### src/rtl/rca_multicycle.sv
`default_nettype none
// ============================================================================
// Module   : rca_multicycle
// Brief    : Multi-cycle ripple-carry adder/subtractor, one CHUNK-bit slice per
//            clock from the LSB, with valid/ready handshakes on both sides.
// Revision : 1.0 - initial release
// ============================================================================
module rca_multicycle #(
  parameter int WIDTH = 32,
  parameter int CHUNK = 4
) (
  input  logic             clk,
  input  logic             rst,
  input  logic             in_valid,
  output logic             in_ready,
  input  logic [WIDTH-1:0] a,
  input  logic [WIDTH-1:0] b,
  input  logic             cin,
  input  logic             sub,
  output logic             out_valid,
  input  logic             out_ready,
  output logic [WIDTH-1:0] sum,
  output logic             cout,
  output logic             ovf
);

  localparam int C_N  = WIDTH / CHUNK;
  localparam int C_IW = (C_N > 1) ? $clog2(C_N) : 1;
  localparam logic [C_IW-1:0] C_LAST = C_IW'(C_N - 1);

  typedef enum logic [1:0] {
    IDLE = 2'd0,
    RUN  = 2'd1,
    DONE = 2'd2
  } state_t;

  state_t            r_state;
  state_t            w_next;
  logic [WIDTH-1:0]  r_a;
  logic [WIDTH-1:0]  r_b;
  logic              r_carry;
  logic [C_IW-1:0]   r_idx;
  logic [WIDTH-1:0]  r_sum;
  logic              r_cout;
  logic              r_ovf;

  logic [31:0]       w_base;
  logic [CHUNK:0]    w_slice;
  logic              w_last;
  logic              w_ovf;

  assign w_base  = 32'(r_idx) * 32'(CHUNK);
  assign w_slice = {1'b0, r_a[w_base +: CHUNK]} + {1'b0, r_b[w_base +: CHUNK]}
                 + {{CHUNK{1'b0}}, r_carry};
  assign w_last  = (r_idx == C_LAST);
  // Only meaningful on the last slice, whose top bit is the word MSB.
  assign w_ovf   = r_a[WIDTH-1] ^ r_b[WIDTH-1] ^ w_slice[CHUNK-1] ^ w_slice[CHUNK];

  always_ff @(posedge clk) begin
    if (rst) begin
      r_state <= IDLE;
    end else begin
      r_state <= w_next;
    end
  end

  always_comb begin
    w_next    = r_state;
    in_ready  = 1'b0;
    out_valid = 1'b0;
    case (r_state)
      IDLE: begin
        in_ready = 1'b1;
        if (in_valid) w_next = RUN;
      end
      RUN: begin
        if (w_last) w_next = DONE;
      end
      DONE: begin
        out_valid = 1'b1;
        if (out_ready) w_next = IDLE;
      end
      default: w_next = IDLE;
    endcase
  end

  always_ff @(posedge clk) begin
    if (rst) begin
      r_a     <= '0;
      r_b     <= '0;
      r_carry <= 1'b0;
      r_idx   <= '0;
      r_sum   <= '0;
      r_cout  <= 1'b0;
      r_ovf   <= 1'b0;
    end else begin
      case (r_state)
        IDLE: begin
          if (in_valid) begin
            r_a     <= a;
            r_b     <= sub ? ~b : b;
            r_carry <= sub ? 1'b1 : cin;
            r_idx   <= '0;
          end
        end
        RUN: begin
          r_sum[w_base +: CHUNK] <= w_slice[CHUNK-1:0];
          r_carry                <= w_slice[CHUNK];
          if (w_last) begin
            r_cout <= w_slice[CHUNK];
            r_ovf  <= w_ovf;
          end else begin
            r_idx  <= r_idx + 1'b1;
          end
        end
        default: begin
        end
      endcase
    end
  end

  assign sum  = r_sum;
  assign cout = r_cout;
  assign ovf  = r_ovf;

endmodule
`default_nettype wire

### config.mk
export PLATFORM = sky130hd
export DESIGN_NAME = rca_multicycle
export DESIGN_NICKNAME = d
export VERILOG_FILES = /design/src/rtl/rca_multicycle.sv
export SDC_FILE = /design/constraint.sdc
export NUM_CORES = 1
export LEC_CHECK = 0
export CORE_AREA = 10 10 111 113
export CTS_CLUSTER_DIAMETER = 50
export DETAILED_ROUTE_END_ITERATION = 8
export DIE_AREA = 0 0 121 123
export PLACE_DENSITY = 0.77
export SYNTH_ARGS = -nofsm -noshare
export SYNTH_HDL_FRONTEND = slang
export SYNTH_SLANG_ARGS = --single-unit
### constraint.sdc
create_clock -name clk -period 3.8 [get_ports clk]
set_input_delay 1.14 -clock clk [delete_from_list [all_inputs] [get_ports clk]]
set_output_delay 1.14 -clock clk [all_outputs]
set_load 0.05 [all_outputs]
* Word level (Yosys, flattened, before mapping)
Cells that the tools add are included.
** Word-level totals
- Register bits after elaboration :: 104
- Output and inout bits :: 36
** Cells by class
- Add/sub/neg operators :: 4
- Bitwise logic cells :: 4
- Equality and inequality tests :: 7
- Reductions and logical operators :: 7
- Muxes and demuxes :: 14
- Shift operators :: 4
** Operator list (count)
- 32-bit by 6-bit indexed part select with 4-bit output :: 2
- 5-bit negation with 34-bit output :: 1
- 4-bit by 34-bit variable shift with 32-bit output, first input constant :: 1
- 4-bit by 34-bit indexed part select with 32-bit output :: 1
- 32-bit bitwise mux :: 1
- 32-bit two-way mux :: 1
- 32-bit NOT :: 1
- 2-bit inequality test, second input constant :: 4
- 2-bit two-way mux :: 3
- 3-bit two-way mux :: 2
- 2-bit case mux with 3 select lines :: 1
- 3-bit case mux with 2 select lines :: 1
- 2-bit AND reduction :: 3
- 3-bit AND reduction :: 2
- 4-bit by 4-bit adder with 5-bit output :: 1
- 5-bit by 1-bit adder with 5-bit output :: 1
- 1-bit two-way mux :: 4
- 3-bit by 1-bit adder with 3-bit output, second input constant :: 1
- 3-bit == test, second input constant :: 1
- 1-bit bitwise XOR :: 3
- 2-bit by 1-bit == test with 1-bit output, second input constant :: 1
- 2-bit == test, second input constant :: 1
- 2-bit zero test :: 1
- 1-bit case mux with 2 select lines :: 1
- 2-bit nonzero test :: 1

* Depth between registers and ports, before layout
Gate-level depths: netlist (run 1).
- Depth in word-level cells :: 5
- Depth in mapped cells :: 11

* Worst setup path after synthesis (run 1)
OpenSTA, ideal clock, no wires.
- Path kind :: register to register
- Start :: register r_idx[0]
- End :: register r_ovf (netlist: ovf)
- Required time :: 3704 ps
- Buffers on the path :: 2
- Period minus slack after synthesis :: 3006 ps
- Path slack :: 794 ps
- Stages on the path, launching flop included :: 12
- Data arrival time :: 2910 ps
- Cells stage by stage :: dfxtp_1 > buf_4 > buf_4 > mux4_2 > nand2_1 > nand2_1 > fa_1 > fa_1 > nand3_1 > and3_1 > a211oi_2 > o41ai_2
** Between the ends
- Word-level cells in the longest chain between the ends :: 5
- Elaborated cells between the ends (all ways) :: 8
** Ends and longest elaborated chain
- start, declared :: RTL line 42 : logic [C_IW-1:0] r_idx;
- start signal, assigned :: RTL line 113 : r_idx <= r_idx + 1'b1;
- 32-bit by 6-bit indexed part select with 4-bit output :: RTL line 53 : assign w_slice = {1'b0, r_a[w_base +: CHUNK]} + {1'b0, r_b[w_base +: CHUNK]}
- 4-bit by 4-bit adder with 5-bit output :: RTL line 53
- 5-bit by 1-bit adder with 5-bit output :: RTL line 54 : + {{CHUNK{1'b0}}, r_carry};
- 1-bit bitwise XOR (2 in a row) :: RTL line 57 : assign w_ovf = r_a[WIDTH-1] ^ r_b[WIDTH-1] ^ w_slice[CHUNK-1] ^ w_slice[CHUNK];
- end signal, assigned :: RTL line 111 : r_ovf <= w_ovf;
- end, declared :: RTL line 45 : logic r_ovf;
Parallel ways exist; a longest one is shown, timed or not.
A chain may end at the register's enable or synchronous reset.

* Final worst setup path (run 1)
- Start :: register r_idx[1]
- End :: register r_sum[26] (netlist: sum[26])
** Between the ends
- Word-level cells in the longest chain between the ends :: 5
- Elaborated cells between the ends (all ways) :: 8
** Ends and longest elaborated chain
- 32-bit by 6-bit indexed part select with 4-bit output :: RTL line 53
- 4-bit by 4-bit adder with 5-bit output :: RTL line 53
- 5-bit by 1-bit adder with 5-bit output :: RTL line 54
- 4-bit by 34-bit indexed part select with 32-bit output :: RTL line 107 : r_sum[w_base +: CHUNK] <= w_slice[CHUNK-1:0];
- 32-bit bitwise mux * :: RTL line 107
- end signal, assigned by index :: RTL line 107
- end, declared :: RTL line 43 : logic [WIDTH-1:0] r_sum;
Every way passes the cells marked *; elsewhere a longest branch is shown, timed or not.

==> reports/qor.csv, run 1 <==
metric,value,unit
status,"complete, no violations",
crit_chain,mux4_2 -> nand2_1 -> nand2_1 -> fa_1 -> fa_1 -> xnor2_1 -> nor2_1 -> mux2i_1 -> nor2_1,
power_frac_comb,17.9,%
cpPeakStageDelay,850,ps
path_class,reg2reg,
routed-via-count,4011,
cts_buffers,9,
cp-start-kind,register,
yosysSeqAreaShare,42.20,%
relSlewSlack,14.63,%
ios,106,
switchingPower,0.0006347,W
drv_cap,0,
clkPwrFrac,30.0,%
synthCells,543,
drc_errors,0,
powerDensity,368.5,nW/um^2
rows,37,
cp.arrival,3510,ps
cts_tree,yes,
yosys.area.top_type,dfxtp_1,
port_buffers,105,
hold_viol,0,
worst_pin_slew,1270,ps
synthDistinctLibCells,46,
synth_top_area_share,42.20,%
die_area,14880,um^2
syn_nets,625,
async_flop_share,0,%
grt_pass1_wl,19.50,mm
clock_path_buffers,2,
grtUsageTotal,15.76,%
synth-main-ff-cell,dfxtp_1,
grt_max_degree,70,
layout.cells.non_filler,766,
layout.nets,707,
dr.pass1.iters,4,
gpl.final_weighted_congestion,0.8572,
start_util,48.66,%
cts.clk_slew.worst_paths,100,ps
synth_edf_count,0,
leakagePower,2.271,nW
postCtsHoldBufs,0,
cp.required,4060,ps
diodes,0,
grt_pass1_vias,4037,
drv_slew,0,
clkSinkCount,104,
finClkSkew,14.85,ps
period_needed,3257,ps
yosysWarnings,0,
setup_viol_count_final,0,
wirelength,11.81,mm
cts_resized,0,
htreeDepth,3,
hold_path.class,reg2reg,
overflow,0,
dp_cells,750,
rsz0062_at_grt,no,
synth_seq_cells,104,
drt_iter0_drc,187,
clk_latency,370,ps
synth.cell_area,4933,um^2
p_sw_share,27.70,%
wl_per_cell,15.42,um
synth.area.top_cells,"dfxtp_1, nand2_1, mux4_2, xnor2_1, a21oi_1",
internal_power,0.001657,W
utilization,61.34,%
ir_drop,0.1982,mV
finalSetupTns,0,ps
slowest_stage,dfxtp_1,
crit_fanout,17,
drive_gt1_share,8.889,%
core_area,10140,um^2
fmax,0.3070,GHz
seqPwrFrac,52.1,%
cp-end-kind,register,
fp.dieW,121,um
antenna_found_initial,0,
syn_avg_cell_area,9.086,um^2
antenna_left,0,
period_share,85.71,%
via_per_inst,5.236,
clock-root-buffer,clkbuf_8,
cts_setup_buffers,0,
die_h,123,um
dp_hpwl,9.254,mm
area_growth,26.05,%
path summary, 6_finish.rpt:
check	startpoint	cells after the start	slack [ps]	end
worst max-delay path	r_idx[1]	9	540	sum[26]
worst min-delay path	r_a[17]	2	460	r_a[17]
worst max register to register	r_idx[1]	9	540	sum[26]
worst min register to register	r_a[17]	2	460	r_a[17]
cells in the mapped netlist (all sizes together), types with 6 or more instances:
| master | n |
|---|---|
| dfxtp | 104 |
| nand2 | 100 |
| nor2 | 67 |
| a21oi | 50 |
| a211oi | 33 |
| xnor2 | 33 |
| buf | 23 |
| mux2i | 19 |
| clkbuf | 18 |
| mux4 | 16 |
| o21ai | 12 |
| ha | 10 |
| nor3 | 8 |
| nand3b | 6 |
metrics by stage:
step | power, W | instance area [um^2] | hold WS, ps | setup WS (ps)
floorplan | 0.001486 | 4933 | 433.1 | 794.4
CTS | 0.002304 | 6218 | 462.8 | 506.5
global placement | 0.001620 | 6022 | 443.5 | 599.6
finish | 0.002291 | 6218 | 462.4 | 543.1
global route | 0.002398 | 6218 | 470.6 | 356.6
detailed placement | 0.001631 | 6022 | 448.6 | 517.2
state kept, by name, indices dropped and copies added (netlist names):
name	flops
sum	32
r_carry	1
ovf	1
r_a	32
r_state	2
r_idx	3
cout	1
r_b	32
routing by layer:
| layer | wire, um | share of wire, % | track usage, % |
|---|---|---|---|
| met4 | 165 | 1.4 | 4.751 |
| met5 | 0 | 0 | 0 |
| met1 | 5218 | 44 | 20.20 |
| met2 | 5630 | 48 | 25.88 |
| met3 | 794 | 6.7 | 3.692 |
cell usage in the layout (no fill, tap or decap), types with 3 or more instances in the layout:
cell,instances
nor2_1,65
nor3_2,3
a211oi_1,32
clkdlybuf4s50_1,103
buf_4,7
nand4b_1,4
nand2_1,100
xnor2_1,33
nand2b_1,5
a21oi_1,50
clkbuf_8,9
o21ai_0,10
nor3_1,4
clkinvlp_4,4
inv_1,5
nand3b_1,4
mux4_2,16
ha_1,10
dfxtp_1,103
nor2b_1,3
mux2i_1,19
cell families (layout without fill, tap and decap cells):
| logic type | count (synthesis) | count (layout) | synth area share [%] |
|---|---|---|---|
| DFF | 104 | 104 | 42.20 |
| adders and majority gates | 12 | 12 | 3.348 |
| and+or+nand+nor | 209 | 209 | 20.06 |
| AOI/OAI and AO/OA | 102 | 102 | 12.76 |
| buffers and inverters | 47 | 134 | 4.438 |
| muxes | 35 | 35 | 11.16 |
| xor gates and xnor gates | 34 | 34 | 6.036 |
power groups by stage:
stage	Clock, W	Sequential [W]	Combinational (W)
5_1_grt	0.000743	0.00120	0.000453
3_5_place_dp	0	0.00122	0.000413
6_report	0.000688	0.00119	0.000411
2_1_floorplan	0	0.00120	0.000281
4_1_cts	0.000697	0.00119	0.000414
3_3_place_gp	0	0.00122	0.000402
worst max-delay path: cells and delay by family (launching register included):
| kind | cells | cell delay (ps) |
|---|---|---|
| adders and majority gates | 2 | 910 |
| and+or+nand+nor | 4 | 350 |
| DFF | 1 | 850 |
| xor gates and xnor gates | 1 | 460 |
| muxes | 2 | 580 |
layout make-up:
| type | instances | area (um^2) |
|---|---|---|
| Timing Repair Buffer | 112 | 1109 |
| Tap cell | 136 | 170.2 |
| Inverter | 6 | 22.52 |
| Clock buffer | 10 | 127.6 |
| Fill cell | 869 | 3920 |
| Clock inverter | 6 | 68.82 |
| Sequential cell | 104 | 2083 |
| Multi-Input combinational cell | 392 | 2638 |
No activity file was read; power rests on OpenSTA's default activity.
==> run 2: changes to the inputs <==
--- a/config.mk
+++ b/config.mk
@@ -8,3 +8,2 @@
 export CORE_AREA = 10 10 111 113
-export CTS_CLUSTER_DIAMETER = 50
 export DETAILED_ROUTE_END_ITERATION = 8
--- a/constraint.sdc
+++ b/constraint.sdc
@@ -3,2 +3,2 @@
 set_output_delay 1.14 -clock clk [all_outputs]
-set_load 0.05 [all_outputs]
+set_load 0.1 [all_outputs]
==> run 2 against run 1 <==
Net effect: sequential share of layout area is 0.46 points higher; hold slack worse by 2.5 ps; total power is 0.84% higher; register-to-register slack hardly changed; worst setup slack better by 8.0 ps; die area stayed put; clock-buffer cell count is 1 higher; wire length is 1.5% higher; clock power is 0.9% higher; critical endpoint unchanged; critical path depth stayed put; final cell count stayed put; largest power group unchanged; combinational power is 3% higher.
==> reports/qor.csv, run 2 (synthesis gave the netlist of run 1 again) <==
metric,value,unit
status,"complete, no violations",
ir_drop,0.1721,mV
drive_gt1_share,14.60,%
period_share,85.50,%
port_buffers,105,
clock-root-buffer,clkbuf_8,
seqPwrFrac,51.6,%
period_needed,3249,ps
cts_setup_buffers,0,
dr.pass1.iters,4,
grt_pass1_wl,20.00,mm
clkPwrFrac,30.1,%
wl_per_cell,15.65,um
cts_tree,yes,
die_h,123,um
finClkSkew,13.26,ps
worst_pin_slew,1190,ps
drv_slew,0,
cp-start-kind,register,
switchingPower,0.0006405,W
cp-end-kind,register,
nFillCells,863,
cp.arrival,3510,ps
leakagePower,2.356,nW
relSlewSlack,19.96,%
rows,37,
grt_max_degree,74,
cp.required,4060,ps
layout.cells.non_filler,766,
clock_path_buffers,2,
htreeDepth,3,
core_area,10140,um^2
cts.clk_slew.worst_paths,100,ps
clk_latency,370,ps
antenna_left,0,
ios,106,
power_frac_comb,18.4,%
routed-via-count,4051,
start_util,48.66,%
area_growth,24.35,%
antenna_found_initial,0,
layout.nets,708,
postCtsHoldBufs,0,
powerDensity,376.6,nW/um^2
drc_errors,0,
internal_power,0.001670,W
final_cell_mix,"dfxtp_1, nand2_1, clkdlybuf4s50_1",
path_class,reg2reg,
via_per_inst,5.289,
diodes,0,
die_area,14880,um^2
pre_cts_slack,534.5,ps
hold_path.class,reg2reg,
p_sw_share,27.72,%
overflow,0,
layout_setup_ws,551.0,ps
fmax,0.3078,GHz
drt_iter0_drc,311,
finalSetupTns,0,ps
rsz0062_at_grt,no,
gpl.final_weighted_congestion,0.8428,
dp_cells,751,
wirelength,11.99,mm
dp_hpwl,9.190,mm
drv_cap,0,
fp.dieW,121,um
cts_buffers,9,
grt_pass1_vias,4104,
hold_viol,0,
crit_fanout,17,
final_common_cell,dfxtp_1,
setup_viol_count_final,0,
grtUsageTotal,16.18,%
clkSinkCount,104,
cts_resized,0,
==> run 2: path summary, 6_finish.rpt <==
path              slack [ps]       to  startpoint  depth (start not counted)
setup reg to reg         550  sum[26]    r_idx[0]                          9
hold reg to reg          460  r_a[26]     r_a[26]                          2
setup / recovery         550  sum[26]    r_idx[0]                          9
hold / removal           460  r_a[26]     r_a[26]                          2
==> run 2: cell type report <==
cell class / count / area, um^2 / area share [%]
clock buffers: 11 / 141.4 / 2.305
clock inverters: 4 / 53.80 / 0.8770
inverters: 6 / 22.52 / 0.3671
multi-input cells: 392 / 2638 / 42.99
flip-flops and latches: 104 / 2083 / 33.96
well taps: 136 / 170.2 / 2.774
repair buffers: 113 / 1026 / 16.72
==> run 2: worst max-delay path, stage by stage (launching register included) <==
cell,delay [ps]
dfxtp_2,710
mux4_2,580
nand2_1,80
nand2_1,80
fa_1,440
fa_1,470
xnor2_1,390
nor2_1,130
mux2i_1,190
nor2_1,70
==> run 2: power by group through the flow <==
stage,clock network [W],logic (W),registers [W]
2_1_floorplan,0,0.000284,0.00122
3_3_place_gp,0,0.000417,0.00121
3_5_place_dp,0,0.000426,0.00122
4_1_cts,0.000701,0.000427,0.00119
5_1_grt,0.000741,0.000469,0.00120
6_report,0.000694,0.000424,0.00119
==> run 2: per-layer routing <==
layer  up-vias  global-route usage (%)  share of wire, %
li1       2027                       -                 -
met1      1903                   20.12                44
met2       112                   26.73                48
met3         9                   4.968               6.3
met4         0                   4.299               1.0
met5         -                       0                 0
==> run 2: stage by stage <==
stage               utilization [%]  cell area (um^2)  power [W]  hold slack, ps
global placement              58.58              5939   0.001632           441.5
finish                        60.51              6135   0.002311           459.9
detailed placement            58.58              5939   0.001643           446.6
CTS                           60.51              6135   0.002320           460.7
floorplan                         -              4933   0.001501           433.1
global route                  60.51              6135   0.002410           477.8
